File: src/rtl/uart_cmd_bridge_pkg.sv
// Shared command codes, parser state encodings and the status byte layout
// for the UART command bridge.
package uart_cmd_bridge_pkg;

  localparam logic [7:0] CMD_START  = 8'h01;
  localparam logic [7:0] CMD_PING   = 8'h02;
  localparam logic [7:0] CMD_STATUS = 8'h03;
  localparam logic [7:0] ACK        = 8'h06;
  localparam logic [7:0] NAK        = 8'h15;

  localparam logic [2:0] ST_IDLE  = 3'd0;
  localparam logic [2:0] ST_CMD   = 3'd1;
  localparam logic [2:0] ST_ARG   = 3'd2;
  localparam logic [2:0] ST_EXEC  = 3'd3;
  localparam logic [2:0] ST_RESP0 = 3'd4;
  localparam logic [2:0] ST_RESP1 = 3'd5;

  typedef struct packed {
    logic [3:0] rsvd;
    logic       tx_full;
    logic       rx_full;
    logic       frame_err;
    logic       rx_overflow;
  } status_t;

  function automatic logic [7:0] pack_status(input logic tx_full, input logic rx_full,
                                             input logic frame_err, input logic rx_overflow);
    status_t s;
    s.rsvd        = 4'b0;
    s.tx_full     = tx_full;
    s.rx_full     = rx_full;
    s.frame_err   = frame_err;
    s.rx_overflow = rx_overflow;
    return s;
  endfunction

endpackage

File: src/rtl/uart_cmd_bridge_sync_fifo.sv
// First-word-fall-through synchronous FIFO; head word is visible on pop_data
// whenever the FIFO is not empty. DEPTH must be a power of 2.
module uart_cmd_bridge_sync_fifo #(
  parameter int unsigned WIDTH = 8,
  parameter int unsigned DEPTH = 16
) (
  input  logic                     clk,
  input  logic                     rst,
  input  logic                     push,
  input  logic [WIDTH-1:0]         push_data,
  input  logic                     pop,
  output logic [WIDTH-1:0]         pop_data,
  output logic                     full,
  output logic                     empty,
  output logic [$clog2(DEPTH):0]   level
);

  localparam int unsigned AW = $clog2(DEPTH);
  localparam int unsigned LW = AW + 1;

  logic [WIDTH-1:0] mem_q [DEPTH];
  logic [AW-1:0]    wr_ptr_q, wr_ptr_d;
  logic [AW-1:0]    rd_ptr_q, rd_ptr_d;
  logic [LW-1:0]    count_q, count_d;
  logic             wr_en;
  logic             rd_en;

  assign full     = (count_q == LW'(DEPTH));
  assign empty    = (count_q == '0);
  assign level    = count_q;
  assign pop_data = mem_q[rd_ptr_q];

  always_comb begin
    wr_en    = push && !full;
    rd_en    = pop && !empty;
    wr_ptr_d = wr_ptr_q;
    rd_ptr_d = rd_ptr_q;
    count_d  = count_q;
    if (wr_en) wr_ptr_d = wr_ptr_q + AW'(1);
    if (rd_en) rd_ptr_d = rd_ptr_q + AW'(1);
    if (wr_en && !rd_en) begin
      count_d = count_q + LW'(1);
    end else if (rd_en && !wr_en) begin
      count_d = count_q - LW'(1);
    end
  end

  always_ff @(posedge clk or posedge rst) begin
    if (rst) begin
      wr_ptr_q <= '0;
      rd_ptr_q <= '0;
      count_q  <= '0;
    end else begin
      wr_ptr_q <= wr_ptr_d;
      rd_ptr_q <= rd_ptr_d;
      count_q  <= count_d;
    end
  end

  // Storage carries no reset; only occupied entries are ever read.
  always_ff @(posedge clk) begin
    if (wr_en) mem_q[wr_ptr_q] <= push_data;
  end

endmodule

File: src/rtl/uart_cmd_bridge.sv
// Buffers rxuart bytes, parses SYNC/CMD/ARG frames, drives the frame-write
// pulse and queues 2-byte responses that drain into txuart under tx_busy.
module uart_cmd_bridge
  import uart_cmd_bridge_pkg::*;
#(
  parameter int unsigned DATA_W         = 8,
  parameter int unsigned RX_DEPTH       = 16,
  parameter int unsigned TX_DEPTH       = 16,
  parameter logic [7:0]  SYNC_BYTE      = 8'hA5,
  parameter int unsigned PULSE_CYCLES   = 4,
  parameter int unsigned TIMEOUT_CYCLES = 1000000
) (
  input  logic                        clk,
  input  logic                        rst,
  input  logic                        rx_valid,
  input  logic [DATA_W-1:0]           rx_data,
  input  logic                        tx_busy,
  output logic                        tx_valid,
  output logic [DATA_W-1:0]           tx_data,
  output logic                        start_write_frame,
  output logic [7:0]                  frame_arg,
  input  logic                        status_clear,
  output logic                        rx_overflow,
  output logic                        frame_err,
  output logic [$clog2(RX_DEPTH):0]   rx_level,
  output logic [$clog2(TX_DEPTH):0]   tx_level
);

  localparam int unsigned TX_LW = $clog2(TX_DEPTH) + 1;
  localparam int unsigned PC_W  = $clog2(PULSE_CYCLES + 1);
  localparam int unsigned TO_W  = $clog2(TIMEOUT_CYCLES + 1);

  logic [2:0]        state_q, state_d;
  logic [DATA_W-1:0] cmd_q, cmd_d;
  logic [DATA_W-1:0] arg_q, arg_d;
  logic [DATA_W-1:0] resp0_q, resp0_d;
  logic [DATA_W-1:0] resp1_q, resp1_d;
  logic [TO_W-1:0]   to_cnt_q, to_cnt_d;
  logic [PC_W-1:0]   pulse_q, pulse_d;
  logic [7:0]        frame_arg_q, frame_arg_d;
  logic              swf_q, swf_d;
  logic              rx_overflow_q, rx_overflow_d;
  logic              frame_err_q, frame_err_d;
  logic              tx_valid_q, tx_valid_d;
  logic [DATA_W-1:0] tx_data_q, tx_data_d;
  logic              holdoff_q, holdoff_d;

  logic              rx_full, rx_empty, rx_push_c, rx_pop_c;
  logic [DATA_W-1:0] rx_head;
  logic              tx_full, tx_empty, tx_push_c, tx_pop_c;
  logic [DATA_W-1:0] tx_push_data_c, tx_head;
  logic              frame_err_set_c;

  assign rx_push_c = rx_valid && !rx_full;

  uart_cmd_bridge_sync_fifo #(.WIDTH(DATA_W), .DEPTH(RX_DEPTH)) u_rx_fifo (
    .clk       (clk),
    .rst       (rst),
    .push      (rx_push_c),
    .push_data (rx_data),
    .pop       (rx_pop_c),
    .pop_data  (rx_head),
    .full      (rx_full),
    .empty     (rx_empty),
    .level     (rx_level)
  );

  uart_cmd_bridge_sync_fifo #(.WIDTH(DATA_W), .DEPTH(TX_DEPTH)) u_tx_fifo (
    .clk       (clk),
    .rst       (rst),
    .push      (tx_push_c),
    .push_data (tx_push_data_c),
    .pop       (tx_pop_c),
    .pop_data  (tx_head),
    .full      (tx_full),
    .empty     (tx_empty),
    .level     (tx_level)
  );

  // Frame parser, command decode and response generation.
  always_comb begin
    state_d         = state_q;
    cmd_d           = cmd_q;
    arg_d           = arg_q;
    resp0_d         = resp0_q;
    resp1_d         = resp1_q;
    to_cnt_d        = '0;
    pulse_d         = (pulse_q != '0) ? pulse_q - PC_W'(1) : pulse_q;
    frame_arg_d     = frame_arg_q;
    frame_err_set_c = 1'b0;
    rx_pop_c        = 1'b0;
    tx_push_c       = 1'b0;
    tx_push_data_c  = resp0_q;
    case (state_q)
      ST_IDLE: begin
        if (!rx_empty) begin
          rx_pop_c = 1'b1;
          if (rx_head == DATA_W'(SYNC_BYTE)) state_d = ST_CMD;
        end
      end
      ST_CMD, ST_ARG: begin
        if (!rx_empty) begin
          rx_pop_c = 1'b1;
          if (state_q == ST_CMD) begin
            cmd_d   = rx_head;
            state_d = ST_ARG;
          end else begin
            arg_d   = rx_head;
            state_d = ST_EXEC;
          end
        end else if (to_cnt_q == TO_W'(TIMEOUT_CYCLES - 1)) begin
          state_d         = ST_IDLE;
          frame_err_set_c = 1'b1;
        end else begin
          to_cnt_d = to_cnt_q + TO_W'(1);
        end
      end
      ST_EXEC: begin
        // Both response bytes must fit before committing to the command.
        if (tx_level <= TX_LW'(TX_DEPTH - 2)) begin
          state_d = ST_RESP0;
          resp0_d = DATA_W'(ACK);
          case (cmd_q)
            DATA_W'(CMD_START): begin
              frame_arg_d = 8'(arg_q);
              pulse_d     = PC_W'(PULSE_CYCLES);
              resp1_d     = DATA_W'(CMD_START);
            end
            DATA_W'(CMD_PING): resp1_d = arg_q;
            DATA_W'(CMD_STATUS):
              resp1_d = DATA_W'(pack_status(tx_full, rx_full, frame_err_q, rx_overflow_q));
            default: begin
              frame_err_set_c = 1'b1;
              resp0_d         = DATA_W'(NAK);
              resp1_d         = cmd_q;
            end
          endcase
        end
      end
      ST_RESP0: begin
        tx_push_c      = 1'b1;
        tx_push_data_c = resp0_q;
        state_d        = ST_RESP1;
      end
      ST_RESP1: begin
        tx_push_c      = 1'b1;
        tx_push_data_c = resp1_q;
        state_d        = ST_IDLE;
      end
      default: state_d = ST_IDLE;
    endcase
  end

  // Sticky flags (set beats clear), pulse output and txuart drain handshake.
  always_comb begin
    rx_overflow_d = rx_overflow_q;
    frame_err_d   = frame_err_q;
    if (status_clear) begin
      rx_overflow_d = 1'b0;
      frame_err_d   = 1'b0;
    end
    if (rx_valid && rx_full) rx_overflow_d = 1'b1;
    if (frame_err_set_c)     frame_err_d   = 1'b1;
    swf_d      = (pulse_d != '0);
    tx_pop_c   = !tx_empty && !tx_busy && !tx_valid_q && !holdoff_q;
    tx_valid_d = tx_pop_c;
    tx_data_d  = tx_pop_c ? tx_head : tx_data_q;
    holdoff_d  = tx_valid_q;
  end

  always_ff @(posedge clk or posedge rst) begin
    if (rst) begin
      state_q       <= ST_IDLE;
      cmd_q         <= '0;
      arg_q         <= '0;
      resp0_q       <= '0;
      resp1_q       <= '0;
      to_cnt_q      <= '0;
      pulse_q       <= '0;
      frame_arg_q   <= '0;
      swf_q         <= 1'b0;
      rx_overflow_q <= 1'b0;
      frame_err_q   <= 1'b0;
      tx_valid_q    <= 1'b0;
      tx_data_q     <= '0;
      holdoff_q     <= 1'b0;
    end else begin
      state_q       <= state_d;
      cmd_q         <= cmd_d;
      arg_q         <= arg_d;
      resp0_q       <= resp0_d;
      resp1_q       <= resp1_d;
      to_cnt_q      <= to_cnt_d;
      pulse_q       <= pulse_d;
      frame_arg_q   <= frame_arg_d;
      swf_q         <= swf_d;
      rx_overflow_q <= rx_overflow_d;
      frame_err_q   <= frame_err_d;
      tx_valid_q    <= tx_valid_d;
      tx_data_q     <= tx_data_d;
      holdoff_q     <= holdoff_d;
    end
  end

  assign tx_valid          = tx_valid_q;
  assign tx_data           = tx_data_q;
  assign start_write_frame = swf_q;
  assign frame_arg         = frame_arg_q;
  assign rx_overflow       = rx_overflow_q;
  assign frame_err         = frame_err_q;

endmodule

File: config.mk
export PLATFORM = sky130hd
export DESIGN_NAME = uart_cmd_bridge
export DESIGN_NICKNAME = d
export VERILOG_FILES = /design/src/rtl/uart_cmd_bridge_pkg.sv /design/src/rtl/uart_cmd_bridge_sync_fifo.sv /design/src/rtl/uart_cmd_bridge.sv
export SDC_FILE = /design/constraint.sdc
export NUM_CORES = 1
export LEC_CHECK = 0
export CELL_PAD_IN_SITES_DETAIL_PLACEMENT = 1
export CELL_PAD_IN_SITES_GLOBAL_PLACEMENT = 1
export CORE_UTILIZATION = 45
export CTS_CLUSTER_SIZE = 20
export DETAILED_ROUTE_END_ITERATION = 10
export GPL_TIMING_DRIVEN = 0
export PLACE_DENSITY_LB_ADDON = 0.1
export SYNTH_ARGS = -nofsm -noshare
export SYNTH_HDL_FRONTEND = slang
export SYNTH_HIERARCHICAL = 1
export SYNTH_SLANG_ARGS = --single-unit
File: constraint.sdc
create_clock -name clk -period 5.6 [get_ports clk]
set_clock_uncertainty 0.05 [all_clocks]
set_input_delay 0.56 -clock clk [delete_from_list [all_inputs] [get_ports clk]]
set_output_delay 0.56 -clock clk [all_outputs]
set_load 0.02 [all_outputs]
==> metrics.txt, run 1 <==
vias after detailed routing=8,317; vias per cell=around 5.5; largest family of logic cells by synthesized area=multiplexers; Yosys reg bits=356; Tmin final=3.662 ns; clock share of power=0.268; CP max stage delay=1.00 ns; CP Class=register to register; xor-xnor portion of the synthesized cell area=0.02156; Pins Over Slew Limit=0; Worst Hold Class=register to register; fraction of registers with async set/reset=0.2809; Clock Latency Late Sink=0.54 ns; port buffer count=between 40 and 50; element type at the critical path end=register; boundary pin count=43; fin util=0.5282; post-CTS setup buffers=0; final net count=between 1,000 and 1,500; vias in the first global route=8,890; fin worst setup slack=between 1.5 and 2 ns; setup violation total in the final timing report=0; first-pass GRT wire length=~54,000 um; Reg power frac=0.387; Post-Syn Nets=994; largest net degree at the start of global routing=47; Min Hold Slack=around 0.39 ns; routed wire length=approximately 35,000 um; most common flop cell mapped by yosys=edfxtp_1; outcome=finished clean; Sw Share=0.3415; gr usage total=0.2144; met1 WL=around 15,000 um; DR pass1 iterations=4; Synth Area in Compound Gates=0.05686; Area Overhead vs Synth=14.92%; post-DP HPWL=between 20,000 and 25,000 um; die width=184.8 um; CP max-delay cell=nor4_2; CTS H-tree depth=2; Initial Util=0.4596; Slew Limit Headroom=0.08184; startpoint types=register; most frequent CP cell=ha_1; # diodes=0; Clock Sinks=roughly 360; P per Cell Area=531.0 nW/um^2; top cell type's share of synthesized area=0.5115; mapped cell area=15,030 um^2; Bufs and invs on worst path=2; crit-path cells=or4_1 -> nor2_1 -> nor4_2 -> o21a_1 -> inv_2 -> ha_1 -> inv_1 -> ha_1 -> a21o_1 -> a21oi_1 -> mux2i_1 -> xnor2_1; Routed Antenna Nets=0; post-synthesis mux area share=0.1225; met2 WL=17,560 um; Synth area leaders=edfxtp_1, dfrtp_1, mux4_2; Setup TNS=0 ns; Post-Synth Simple-Gate Area=0.07118; post-synthesis sequential area ratio=0.6780; clk buf depth=3; Pint=6.039 mW; Yosys Warn Count=6; average wire per cell in the routed design=23.03 um; Gate power share=0.345; Placed Cells=1,442; RSZ-0062 raised after global routing=false; Tcrit/Tclk final=0.6539; share of cells above drive strength 1=0.1648; CTS Hold Bufs=0; Final Non-Filler Cells=approximately 1,500; CP Max Fanout=10; DR top layer=met4; full die area=around 34,000 um^2; NetSw=3.132 mW; VDD IR max=0.0003514 V; synth unique cells=59; Post-Syn Instances=between 900 and 1,000; clock root buffer=clkbuf_16; Post-Synth Adder-Cell Area=0.02098; f_max=between 0.2 and 0.3 GHz; Die Y=184.8 um; antenna violations before repair=0; clock buffer count from CTS=40; Setup Slack @ Placement=1.673 ns; P_leak=6.104 nW; CTS tree=done; # rows=66; Post-synth EDFFs=256; syn avg cell area=approximately 16 um^2; Top Family by Delay on Critical Path=simple AND/OR/NAND/NOR gates; # DRC=0; post-CTS sizing=0; Slew @ Worst Pin=1.367 ns; max cap viols=0; 1st-iter DRT viols=between 500 and 600; RePlAce Congestion=0.7709; final hold violations=0; clk slew on worst S/H paths=0.06 ns; leading area contributor after synthesis=edfxtp_1; core area=32,700 um^2; Req. time, crit path=6.01 ns; GRT overflow=0; CP Data Arrival Time=4.08 ns; Met3 Routed Length=roughly 1100 um
## synthesized netlist by cell type (4+ instances only)
cell and count:
clkbuf_1 12, xor2_1 5, mux2_2 28, inv_1 25, buf_1 4, nor2b_1 4, and3_1 4, a22oi_1 16
xnor2_1 32, a21oi_1 9, mux4_2 32, nor3_1 15, nor4_1 9, a221oi_1 29, nand2b_1 6, and2_1 4
o21ai_0 36, edfxtp_1 256, a221oi_2 4, buf_4 9, ha_1 22, buf_2 5, buf_6 16, mux2i_1 70
nand3_1 9, dfrtp_1 100, a21o_1 4, mux2_4 7, nand4_1 7, nand2_1 66, nor2_1 62
## final timing paths
check / cells after the start / to / slack, ns / start
min in group asynchronous: 2 / frame_arg[3]$_DFFE_PP0P_ / 0.44 / rst
worst max-delay path: 12 / u_tx_fifo/level[4]$_DFFE_PP0P_ / 1.94 / u_tx_fifo/level[0]$_DFFE_PP0P_
worst max register to register: 12 / u_tx_fifo/level[4]$_DFFE_PP0P_ / 1.94 / u_tx_fifo/level[0]$_DFFE_PP0P_
max in group asynchronous: 3 / tx_data[6]$_DFFE_PP0P_ / 4.49 / rst
worst min register to register: 0 / holdoff_q$_DFF_PP0_ / 0.39 / tx_valid$_DFF_PP0_
worst min-delay path: 0 / holdoff_q$_DFF_PP0_ / 0.39 / tx_valid$_DFF_PP0_
## cell usage in the layout, fill, tap and decap left out, types with 5 or more instances in the layout
cell type,count
edfxtp_1,256
dfrtp_1,100
mux2i_1,70
nand2_1,66
nor2_1,62
clkdlybuf4s50_1,42
clkbuf_16,40
o21ai_0,36
xnor2_1,32
mux4_2,32
a221oi_1,29
mux2_2,28
inv_1,24
clkbuf_1,23
ha_1,22
buf_6,16
a22oi_1,16
nor3_1,14
nor4_1,9
nand3_1,9
a21oi_1,9
buf_4,9
clkinv_2,9
nand4_1,7
mux2_4,7
clkinv_1,7
nand2b_1,6
buf_2,5
xor2_1,5
## logic make-up after synthesis
group,Yosys count
compound gates,117
xor+xnor,37
fa+ha+maj,24
buf+inv,73
flops,356
mux,137
simple gates,213
## stage by stage
| step | total power [mW] | cell area, um^2 |
|---|---|---|
| after floorplan | 5.708 | 15030 |
| after global placement | 6.713 | 16000 |
| after detailed placement | 6.805 | 16030 |
| after CTS | 9.294 | 17270 |
| after global routing | 9.673 | 17270 |
| final | 9.171 | 17270 |
## power groups by stage
| stage | Combinational, mW | Clock, mW | Sequential, mW |
|---|---|---|---|
| finish | 3.16 | 2.46 | 3.55 |
| global route | 3.46 | 2.62 | 3.60 |
| CTS | 3.22 | 2.52 | 3.56 |
| detailed placement | 3.20 | 0 | 3.61 |
| global placement | 3.12 | 0 | 3.59 |
| floorplan | 2.08 | 0 | 3.62 |
## flip-flops by register name, summed over array words and instances (netlist names), 3 cells and up
register	cells
arg_q	8
cmd_q	8
frame_arg	8
pulse_q	3
resp0_q	3
resp1_q	8
state_q	3
to_cnt_q	20
tx_data	8
u_rx_fifo/level	5
u_rx_fifo/mem_q	128
u_rx_fifo/rd_ptr_q	4
u_rx_fifo/wr_ptr_q	4
u_tx_fifo/level	5
u_tx_fifo/mem_q	128
u_tx_fifo/rd_ptr_q	4
u_tx_fifo/wr_ptr_q	4
## per-layer routing
layer / up-vias / GRT usage
li1: 3835 / -
met5: - / 0
met2: 134 / 0.3611
met1: 4290 / 0.2877
met4: 0 / 0.06579
met3: 58 / 0.03082
## layout make-up
type                            instances  area (um^2)
Buffer                                 46        332.8
Sequential cell                       356        10190
Timing Repair Buffer                   43        447.9
Fill cell                            3132        15430
Multi-Input combinational cell        528         4410
Inverter                               27        103.9
Clock inverter                         20        150.1
Tap cell                              442        553.0
Clock buffer                           54         1084
(Power assumes the default switching activity.)
==> run 2, diff against run 1 <==
- clock period: 5.6 -> 3.8 ns (I/O delays scaled with it)
==> run 2 against run 1 <==
Register-to-register slack lost 1.6 ns. Core utilization is essentially flat. Sequential power grew 47%. Routed wire length shrank 0.19%. Critical path depth shrank 6. Design area is essentially flat. Via count shrank 0.16%. Clock-buffer cell count is the same. Fmax grew 5.9%. Sequential share of layout area is essentially flat. Die area is the same. Worst hold slack lost 0.13 ns.
==> metrics.txt, run 2 (same netlist as run 1, synthesis figures left out) <==
outcome=finished clean; CTS Hold Bufs=0 (unchanged); post-CTS sizing=0 (unchanged); RePlAce Congestion=0.7709 (unchanged); fin util=0.5285 (about the same); Reg-to-Reg End=u_tx_fifo/mem_q[0][2]$_DFFE_PP_; Setup Slack @ Placement=0.05285 ns (-1.620 ns); final net count=1,079 (unchanged); R2R Setup Slk=0.34 ns (-1.60 ns); setup violation total in the final timing report=0 (unchanged); f_max=0.2891 GHz (+5.9%); # diodes=0 (unchanged); Setup TNS=0 ns (unchanged); commonest non-fill, non-tap cell in the layout=edfxtp_1; most frequent cells in the layout=edfxtp_1, dfrtp_1, mux2i_1, nand2_1, nor2_1; Tcrit/Tclk final=0.9103 (+0.2564); CP Data Arrival Time=3.55 ns (-0.53 ns); P_leak=6.109 nW (about the same); boundary pin count=43 (unchanged); r2r startpoint=state_q[2]$_DFFE_PP0P_; share of cells above drive strength 1=0.1657 (+0.0009311); average wire per cell in the routed design=22.99 um (-0.19%); 1st-iter DRT viols=593 (+3.0%); RSZ-0062 raised after global routing=false; Req. time, crit path=3.89 ns (-2.12 ns); full die area=34,130 um^2 (unchanged); Slew Limit Headroom=0.06571 (-0.01614); Placed Cells=1,442 (unchanged); core area=32,700 um^2 (unchanged); GRT overflow=0 (unchanged); routed wire length=34,850 um (-0.19%); post-CTS setup buffers=0 (unchanged); vias per cell=5.478 (-0.16%); first-pass GRT wire length=53,980 um (unchanged); Pins Over Slew Limit=0 (unchanged); Die Y=184.8 um (unchanged); # rows=66 (unchanged); startpoint types=register; Clock Latency Late Sink=0.54 ns (about the same); final hold violations=0 (unchanged); DR pass1 iterations=4 (unchanged); CTS H-tree depth=2 (unchanged); Final Cell Area=17,280 um^2 (about the same); Worst Hold Class=input port to asynchronous set/reset pin; DP Area=16,030 um^2 (unchanged); post-DP HPWL=23,200 um (unchanged); Routed Antenna Nets=0 (unchanged); clk slew on worst S/H paths=0.05 ns (about the same); Tmin final=3.459 ns (-0.2027 ns); P per Cell Area=781.7 nW/um^2 (+47%); vias after detailed routing=8,304 (-0.16%); vias in the first global route=8,890 (unchanged); CP Max Fanout=10 (unchanged); clk buf depth=3 (unchanged); Slew @ Worst Pin=1.391 ns (+0.02402 ns); clock root buffer=clkbuf_16; Final Non-Filler Cells=1,516 (unchanged); port buffer count=42 (unchanged); max cap viols=0 (unchanged); clock buffer count from CTS=40 (unchanged); antenna violations before repair=0 (unchanged); depth of the most critical reg-to-reg path=6 (-6); Initial Util=0.4596 (unchanged); fin worst setup slack=0.3409 ns (-1.597 ns); VDD IR max=0.0005148 V (+46%); element type at the critical path end=register; die width=184.8 um (unchanged); Top Registers=u_rx_fifo/mem_q (128), u_tx_fifo/mem_q (128), to_cnt_q (20); CP Class=register to register; largest net degree at the start of global routing=47 (unchanged); Area Overhead vs Synth=14.99% (about the same); gr usage total=0.2144 (unchanged); # DRC=0 (unchanged); CTS tree=done; Clock Sinks=356 (unchanged)
## run 2: area by class of cell
cell class / instances / area [um^2]
plain buffers: 46 / 334.1
clock buffers: 54 / 1084
clock inverters: 20 / 150.1
fillers: 3127 / 15420
inverters: 27 / 103.9
multi-input cells: 528 / 4419
flip-flops and latches: 356 / 10190
well taps: 442 / 553.0
repair buffers: 43 / 447.9
## run 2: report_power, final
group          total (mW)  internal (mW)  switching [mW]
clock network        3.62           2.08            1.54
registers            5.23           4.86           0.370
logic                4.66           1.96            2.70
## run 2: metrics by stage
stage                     hold WS, ns  power, mW
final                          0.2661      13.51
after global routing           0.3053      14.26
after CTS                      0.2619      13.70
after detailed placement       0.3668      10.03
after global placement         0.3701      9.893
after floorplan                0.2070      8.412
## run 2: critical path, stage by stage (launching register included)
cell	delay, ns
dfrtp_1	0.32
clkbuf_1	0.33
nor2b_1	0.18
clkbuf_1	0.37
a21boi_2	0.53
nand2_1	0.28
nor3_1	1.01
## run 2: how the worst max path moves through the flow
stage          depth (start not counted)  slack [ns]                         endpoint                            from
3_5_place_dp                          11        0.05   u_tx_fifo/level[4]$_DFFE_PP0P_                         tx_busy
3_3_place_gp                           2       -0.12           tx_data[6]$_DFFE_PP0P_                             rst
2_1_floorplan                         12        0.61   u_tx_fifo/level[4]$_DFFE_PP0P_  u_tx_fifo/level[0]$_DFFE_PP0P_
4_1_cts                               12        0.06   u_tx_fifo/level[4]$_DFFE_PP0P_  u_tx_fifo/level[0]$_DFFE_PP0P_
6_report                               6        0.34  u_tx_fifo/mem_q[0][2]$_DFFE_PP_          state_q[2]$_DFFE_PP0P_
5_1_grt                                6        0.08  u_tx_fifo/mem_q[1][7]$_DFFE_PP_          state_q[2]$_DFFE_PP0P_
## run 2: routing by layer
metal	up-vias	track usage	wire length, um
met5	-	0	0
met2	137	0.3611	17520
met3	60	0.03082	1062
met1	4272	0.2877	15380
met4	0	0.06579	876
li1	3835	-	-
==> run 3, diff against run 2 <==
- CTS_CLUSTER_DIAMETER: unset -> 80
==> run 3 against run 2 <==
Worst setup slack worse by 0.020 ns. Via count is 1.7% lower. First-iteration DRC count is 8.4% lower. Core utilization is 1.7 points lower. Flip-flop and latch count stayed put. Worst hold slack worse by 0.0091 ns. Non-clock buffer count is 2 higher. Critical endpoint is now u_tx_fifo/mem_q[1][7]$_DFFE_PP_. Highest routed layer unchanged.
==> metrics.txt, run 3 (same netlist as run 1, synthesis figures left out) <==
outcome=finished clean; vias in the first global route=8,623 (-3.0%); NetSw=4.328 mW (-6.1%); GRT overflow=0 (unchanged); Top Registers=u_rx_fifo/mem_q (128), u_tx_fifo/mem_q (128), to_cnt_q (20); startpoint types=register; Pint=7.971 mW (-10%); clock share of power=0.197 (-0.071); 1st-iter DRT viols=543 (-8.4%); P per Cell Area=735.4 nW/um^2 (-5.9%); r2r startpoint=state_q[2]$_DFFE_PP0P_; gr usage total=0.2080 (-0.006360); share of cells above drive strength 1=0.1449 (-0.02082); Clock Sinks=356 (unchanged); depth of the most critical reg-to-reg path=6 (unchanged); f_max=0.2874 GHz (-0.59%); Pins Over Slew Limit=0 (unchanged); Routed Antenna Nets=0 (unchanged); Initial Util=0.4596 (unchanged); RePlAce Congestion=0.7709 (unchanged); Placed Cells=1,442 (unchanged); Sw Share=0.3519 (+0.01078); final hold violations=0 (unchanged); final net count=1,063 (-1.5%); Slew Limit Headroom=0.1174 (+0.05169); clock root buffer=clkbuf_16; commonest non-fill, non-tap cell in the layout=edfxtp_1; Clock Latency Late Sink=0.54 ns (about the same); routed wire length=34,110 um (-2.1%); Reg-to-Reg End=u_tx_fifo/mem_q[1][7]$_DFFE_PP_; Gate power share=0.378 (+0.033); core area=32,700 um^2 (unchanged); Tmin final=3.480 ns (+0.02045 ns); Req. time, crit path=3.89 ns (about the same); vias per cell=5.499 (+0.38%); Setup Slack @ Placement=0.05285 ns (unchanged); boundary pin count=43 (unchanged); port buffer count=42 (unchanged); # diodes=0 (unchanged); CP Max Fanout=10 (unchanged); CTS Hold Bufs=0 (unchanged); CP Class=register to register; # rows=66 (unchanged); Reg power frac=0.424 (+0.037); post-DP HPWL=23,200 um (unchanged); clk buf depth=3 (unchanged); CTS tree=done; RSZ-0062 raised after global routing=false; Final Non-Filler Cells=1,484 (-2.1%); VDD IR max=0.0005108 V (-0.78%); # DRC=0 (unchanged); fin worst setup slack=0.3204 ns (-0.02045 ns); CP Data Arrival Time=3.57 ns (+0.02 ns); most frequent cells in the layout=edfxtp_1, dfrtp_1, mux2i_1, nand2_1, nor2_1; die width=184.8 um (unchanged); Area Overhead vs Synth=11.28%; vias after detailed routing=8,160 (-1.7%); Tcrit/Tclk final=0.9157 (+0.005382); Slew @ Worst Pin=1.314 ns (-0.07694 ns); R2R Setup Slk=0.32 ns (-0.02 ns); largest net degree at the start of global routing=47 (unchanged); Die Y=184.8 um (unchanged); P_leak=5.820 nW (-4.7%); clock buffer count from CTS=22 (-45%); DR pass1 iterations=4 (unchanged); Worst Hold Class=input port to asynchronous set/reset pin; average wire per cell in the routed design=22.99 um (about the same); full die area=34,130 um^2 (unchanged); CTS H-tree depth=1 (-1); max cap viols=0 (unchanged); first-pass GRT wire length=52,520 um (-2.7%); setup violation total in the final timing report=0 (unchanged); element type at the critical path end=register; antenna violations before repair=0 (unchanged); clk slew on worst S/H paths=0.09 ns (+0.04 ns)
## run 3: what timing repair did
| item | 4_1_cts | 5_1_grt |
|---|---|---|
| gates resized for setup | 0 | 3 |
| buffers inserted | 0 | 0 |
| endpoints found under the setup margin | 0 | 3 |
## run 3: how the worst max path moves through the flow
| stage | startpoint | endpoint | depth (start not counted) |
|---|---|---|---|
| floorplan | u_tx_fifo/level[0]$_DFFE_PP0P_ | u_tx_fifo/level[4]$_DFFE_PP0P_ | 12 |
| detailed placement | tx_busy | u_tx_fifo/level[4]$_DFFE_PP0P_ | 11 |
| CTS | u_tx_fifo/level[0]$_DFFE_PP0P_ | u_tx_fifo/level[4]$_DFFE_PP0P_ | 12 |
| global placement | rst | tx_data[6]$_DFFE_PP0P_ | 2 |
| finish | state_q[2]$_DFFE_PP0P_ | u_tx_fifo/mem_q[1][7]$_DFFE_PP_ | 6 |
| global route | state_q[2]$_DFFE_PP0P_ | u_tx_fifo/mem_q[0][6]$_DFFE_PP_ | 6 |
## run 3: metal layers
| layer | global-route usage | up-vias | wire length [um] |
|---|---|---|---|
| li1 | - | 3773 | - |
| met1 | 0.2827 | 4232 | 15050 |
| met2 | 0.3518 | 107 | 17130 |
| met3 | 0.02391 | 48 | 863 |
| met4 | 0.06182 | 0 | 1069 |
| met5 | 0 | - | 0 |
## run 3: power groups by stage
stage | registers (mW) | clock network, mW | logic (mW)
3_3_place_gp | 5.29 | 0 | 4.60
4_1_cts | 5.23 | 2.51 | 4.73
5_1_grt | 5.30 | 2.62 | 5.09
2_1_floorplan | 5.34 | 0 | 3.07
6_report | 5.22 | 2.43 | 4.65
3_5_place_dp | 5.31 | 0 | 4.71
## run 3: final cells by class
cell class              instances  area (um^2)
flip-flops and latches        356        10190
clock inverters                 4        32.53
fillers                      3140        15980
well taps                     442        553.0
clock buffers                  36        634.4
plain buffers                  46        334.1
multi-input cells             528         4414
repair buffers                 45        462.9
inverters                      27        103.9
## run 3: worst max-delay path, cell delays in order (launching register included)
cell      delay [ns]
dfrtp_1         0.33
clkbuf_1        0.33
nor2b_1         0.18
clkbuf_1        0.37
a21boi_2        0.53
nand2_1         0.25
nor3_1          1.03
## run 3: metrics by stage
stage / util / setup TNS, ns / hold slack (ns) / power [mW] / cell area [um^2]
2_1_floorplan: - / 0 / 0.2070 / 8.412 / 15030
3_3_place_gp: 0.4894 / -8.140 / 0.3701 / 9.893 / 16000
3_5_place_dp: 0.4903 / 0 / 0.3668 / 10.03 / 16030
4_1_cts: 0.5107 / 0 / 0.2454 / 12.47 / 16700
5_1_grt: 0.5114 / 0 / 0.2892 / 13.01 / 16720
6_report: 0.5114 / 0 / 0.2570 / 12.30 / 16720
==> edit 1: new RTL, config.mk and constraints of run 2 <==
Put a register stage on the output `tx_level`, with the module's reset. The value now appears one clock later. The other outputs are not delayed to match.
--- a/src/rtl/uart_cmd_bridge.sv
+++ b/src/rtl/uart_cmd_bridge.sv
@@ -30,6 +30,8 @@
   localparam int unsigned PC_W  = $clog2(PULSE_CYCLES + 1);
   localparam int unsigned TO_W  = $clog2(TIMEOUT_CYCLES + 1);
 
+  logic [$clog2(TX_DEPTH):0] tx_level_d;
+
   logic [2:0]        state_q, state_d;
   logic [DATA_W-1:0] cmd_q, cmd_d;
   logic [DATA_W-1:0] arg_q, arg_d;
@@ -74,7 +76,7 @@
     .pop_data  (tx_head),
     .full      (tx_full),
     .empty     (tx_empty),
-    .level     (tx_level)
+    .level     (tx_level_d)
   );
 
   // Frame parser, command decode and response generation.
@@ -117,7 +119,7 @@
       end
       ST_EXEC: begin
         // Both response bytes must fit before committing to the command.
-        if (tx_level <= TX_LW'(TX_DEPTH - 2)) begin
+        if (tx_level_d <= TX_LW'(TX_DEPTH - 2)) begin
           state_d = ST_RESP0;
           resp0_d = DATA_W'(ACK);
           case (cmd_q)
@@ -209,5 +211,13 @@
   assign rx_overflow       = rx_overflow_q;
   assign frame_err         = frame_err_q;
 
+  always_ff @(posedge clk or posedge rst) begin
+    if (rst) begin
+      tx_level <= '0;
+    end else begin
+      tx_level <= tx_level_d;
+    end
+  end
+
 endmodule
 
Behaviour: not the same (Yosys sat finds a counterexample within 10 cycles, from zero or initial values and one cycle with rst high).
==> edit 1 against run 2 <==
  * Setup slack better by 0.068 ns
  * Non-clock buffer count shrank 2
  * Area after synthesis increased by 0.47%
  * Count of clock-buffer cells in the layout up 4
  * Final area increased by 0.85%
  * Sequential cell count is 5 higher
  * Sequential power up 1%
  * Wire length is 2.6% lower
  * Global-route usage fell by 0.48 points
  * Power is 2.0% higher
  * Critical path type unchanged
  * Largest power group unchanged
==> edit 1: results (changes against run 2) <==
| Metric | Value |
|---|---|
| Slowest cell on crit path | `or4_1` |
| Largest registers | `u_rx_fifo/mem_q: 128 flops, u_tx_fifo/mem_q: 128 flops, to_cnt_q: 20 flops` |
| Port bufs | `42 (unchanged)` |
| Placement Setup Slack | `-0.01347 ns (-0.06632 ns)` |
| Total global routing overflow | `0 (unchanged)` |
| Maximum vdd drop | `0.4746 mV (-7.8%)` |
| Ys async rst share | `0.2909 (+0.009960)` |
| Critical path fanouts, max | `7 (-3)` |
| RePlAce Congestion | `0.7781 (+0.93%)` |
| Syn nets | `991 (-0.30%)` |
| Critical Path AT | `3.79 ns (+0.24 ns)` |
| Synth area leaders | `edfxtp_1, dfrtp_1, mux4_2` |
| Share of layout cells above drive strength 1 | `0.1684 (+0.002646)` |
| Average vias per placed instance | `5.497 (+0.36%)` |
| Syn Inst Count | `954 (-0.31%)` |
| FILL cells | `3134 (+0.22%)` |
| Synth top cells by count | `edfxtp_1, dfrtp_1, mux2i_1` |
| Root Buffer | `clkbuf_16` |
| Leak | `6.210 nW (+1.6%)` |
| Largest net degree at the start of global routing | `58 (+23%)` |
| Critical path's largest stage delay | `0.59 ns (-0.42 ns)` |
| Worst r2r dst | `u_rx_fifo/level[4]$_DFFE_PP0P_` |
| Worst path top cell family by delay | `compound AO/OA/AOI/OAI gates` |
| Slew HR | `0.07981 (+0.01411)` |
| Status | `complete, no violations` |
| Worst reg2reg setup slack | `0.41 ns (+0.07 ns)` |
| Vias in the first global route | `8787 (-1.2%)` |
| Clk slew on worst S/H paths | `~0.060 ns` |
| Initial DRC Count | `522 (-12%)` |
| Reg2Reg Depth | `13 (+7)` |
| Final Net Count | `1076 (-0.28%)` |
| Post-synth EDFFs | `256 (unchanged)` |
| GRT Total Usage | `0.2095 (-0.004845)` |
| Seq/Total Area, Yosys | `0.6831 (+0.005084)` |
| Post-synthesis cell type count | `64 (+8.5%)` |
| Initial antenna violation count | `0 (unchanged)` |
| # Max-Cap Violations | `0 (unchanged)` |
| Vias post-DR | `8306 (+0.024%)` |
| Total CTS buffers | `40 (unchanged)` |
| Clock Path Buffers | `3 (unchanged)` |
| Post-CTS Setup Repair Bufs | `0 (unchanged)` |
| Placed wire-length estimate | `22700 µm (-2.1%)` |
| Final wirelength | `33950 µm (-2.6%)` |
| First-pass GRT wire length | `53100 µm (-1.6%)` |
| Post-placement cell count | `1439 (-0.21%)` |
| Critical Path Source | `u_rx_fifo/level[0]$_DFFE_PP0P_` |
| H-tree depth | `2 (unchanged)` |
| DRT Pass-1 Iters | `4 (unchanged)` |
| WHS | `0.2499 ns (-0.01624 ns)` |
## edit 1: cell types whose count changed after synthesis, moves of 2 or more
cell | run 2 | this run
and4_1 | 2 | 0
and3_1 | 4 | 1
nor4_1 | 9 | 13
inv_1 | 25 | 23
and2_1 | 4 | 7
o21ai_0 | 36 | 32
nor3_1 | 15 | 13
nand2_1 | 66 | 68
clkbuf_1 | 12 | 10
dfrtp_1 | 100 | 105
## edit 1: cell families after synthesis
family	after synthesis	share of synthesized area
muxes	137	0.1220
adders and majority gates	24	0.02088
xor gates and xnor gates	36	0.02088
AOI/OAI and AO/OA	113	0.05502
DFF	361	0.6831
buffers and inverters	69	0.02759
and+or+nand+nor	214	0.07059
## edit 1: what timing repair did
action	in CTS	in global routing
endpoints found under the setup margin	0	3
resized for setup	0	3
hold buffers	0	0
## edit 1: area by class of cell
class                   instances  share of cell area
well taps                     442             0.03173
clock inverters                14            0.007251
flip-flops and latches        361              0.5919
plain buffers                  44             0.01859
repair buffers                 43             0.02570
inverters                      25            0.005528
multi-input cells             524              0.2512
clock buffers                  58             0.06813
## edit 1: power by group
part | switching, mW | leakage, nW | internal, mW
Clock | 1.52 | 0.648 | 2.31
Combinational | 2.66 | 2.01 | 1.98
Sequential | 0.374 | 3.55 | 4.93
Total | 4.55 | 6.21 | 9.22
## edit 1: worst max path at each step
| stage | slack (ns) | end |
|---|---|---|
| 4_1_cts | 0.05 | u_tx_fifo/level[4]$_DFFE_PP0P_ |
| 3_5_place_dp | -0.01 | u_tx_fifo/level[4]$_DFFE_PP0P_ |
| 6_report | 0.41 | u_rx_fifo/level[4]$_DFFE_PP0P_ |
| 2_1_floorplan | 0.66 | u_rx_fifo/level[4]$_DFFE_PP0P_ |
| 5_1_grt | 0.14 | u_rx_fifo/level[4]$_DFFE_PP0P_ |
| 3_3_place_gp | -0.33 | tx_data[2]$_DFFE_PP0P_ |
## edit 1: worst reg2reg max path, delay by kind of cell, from the launching register on
family | cells | cell delay [ns]
AOI/OAI and AO/OA | 4 | 0.71
xor gates and xnor gates | 1 | 0.13
adders and majority gates | 2 | 0.59
buffers and inverters | 3 | 0.44
DFF | 1 | 0.47
muxes | 1 | 0.24
and+or+nand+nor | 2 | 0.69
## edit 1: metrics by stage
stage          area (µm²)  TNS [ns]
2_1_floorplan       15100         0
3_3_place_gp        16070    -25.65
3_5_place_dp        16100  -0.01347
4_1_cts             17420         0
5_1_grt             17430         0
6_report            17430         0
## edit 1: metal layers
layer / track usage / up-vias / wire length, µm
li1: - / 3822 / -
met1: 0.2816 / 4274 / 14980
met2: 0.3471 / 151 / 16850
met3: 0.02989 / 59 / 1064
met4: 0.07669 / 0 / 1059
met5: 0 / - / 0
==> edit 2: new RTL, settings of run 2 <==
Without the edit above. Change the parameter `TIMEOUT_CYCLES` from 1000000 to 500000.
--- a/src/rtl/uart_cmd_bridge.sv
+++ b/src/rtl/uart_cmd_bridge.sv
@@ -8,7 +8,7 @@
   parameter int unsigned TX_DEPTH       = 16,
   parameter logic [7:0]  SYNC_BYTE      = 8'hA5,
   parameter int unsigned PULSE_CYCLES   = 4,
-  parameter int unsigned TIMEOUT_CYCLES = 1000000
+  parameter int unsigned TIMEOUT_CYCLES = 500000
 ) (
   input  logic                        clk,
   input  logic                        rst,
Formal check against the unedited RTL: same outputs for any inputs over 4 cycles, from zero or initial values and one cycle with rst high; that may be too few to reach the edited logic, so the function may still have changed.
==> edit 2 against run 2 <==
  * Hold slack worse by 0.0028 ns
  * Count of clock-buffer cells in the layout is 4 higher
  * Final area is 0.49% lower
  * Setup slack worse by 0.0095 ns
  * Sequential power is 1% lower
  * Die area is 0.49% lower
  * Via count is 1.0% lower
  * Cell count is 0.73% lower
  * Wire length is 3.7% lower
  * Area after synthesis is 0.49% lower
  * Sequential cell count is 1 lower
  * Power is 0.71% lower
  * Highest routed layer unchanged
==> edit 2: results (changes against run 2) <==
| Metric | Value |
|---|---|
| Highest clock rate | `288.3 MHz (-0.28%)` |
| Average vias per placed instance | `5.461 (-0.30%)` |
| First-pass GRT wire length | `52270 µm (-3.2%)` |
| Sw frac | `0.3347 (-0.006447)` |
| WL/cell | `22.29 µm (-3.0%)` |
| Synth area leaders | `edfxtp_1, dfrtp_1, mux4_2` |
| Global Route met1 Usage | `0.2792 (-0.008528)` |
| Slew HR | `0.1348 (+0.06913)` |
| Post-placement cell count | `1435 (-0.49%)` |
| Seq pwr | `5.17 mW (-1%)` |
| Syn nets | `986 (-0.80%)` |
| Maximum vdd drop | `0.4934 mV (-4.1%)` |
| Compound-Gate Fraction of Synth Area | `0.06166 (+0.004798)` |
| Clock group total power | `3.58 mW (-1%)` |
| Wire length on met1 | `15160 µm (-1.4%)` |
| Met2 WL post-DR | `16830 µm (-4.0%)` |
| Met2 usage | `0.3555 (-0.005585)` |
| Critical Path AT | `3.54 ns (about the same)` |
| Leak | `6.112 nW (about the same)` |
| Synth Area in XOR/XNOR | `0.01933 (-0.002236)` |
| Share of layout cells above drive strength 1 | `0.1684 (+0.002656)` |
| RePlAce Congestion | `0.7802 (+1.2%)` |
| Final Net Count | `1072 (-0.65%)` |
| Status | `complete, no violations` |
| Worst r2r dst | `u_tx_fifo/mem_q[0][3]$_DFFE_PP_` |
| Initial DRC Count | `482 (-19%)` |
| Post-DP Area | `15970 µm² (-0.41%)` |
| Post-synthesis cell type count | `62 (+5.1%)` |
| Vias post-DR | `8219 (-1.0%)` |
| Reg2Reg Depth | `5 (-1)` |
edit 2: final cells by class:
cell class,instances,area [µm²]
sequential,355,10160
inverter,23,88.84
fill,3107,15420
clock inverter,12,90.09
multi-input combinational,524,4394
buffer,47,330.3
timing repair buffer,44,455.4
tap,442,553.0
clock buffer,58,1121
edit 2: how the worst min path moves through the flow:
stage / to / from / cells after the start / slack [ns]
6_report: rx_overflow$_DFFE_PP0P_ / rst / 2 / 0.26
3_5_place_dp: holdoff_q$_DFF_PP0_ / tx_valid$_DFF_PP0_ / 0 / 0.36
3_3_place_gp: holdoff_q$_DFF_PP0_ / tx_valid$_DFF_PP0_ / 0 / 0.35
4_1_cts: rx_overflow$_DFFE_PP0P_ / rst / 2 / 0.26
2_1_floorplan: u_rx_fifo/level[0]$_DFFE_PP0P_ / rst / 1 / 0.21
5_1_grt: rx_overflow$_DFFE_PP0P_ / rst / 2 / 0.30
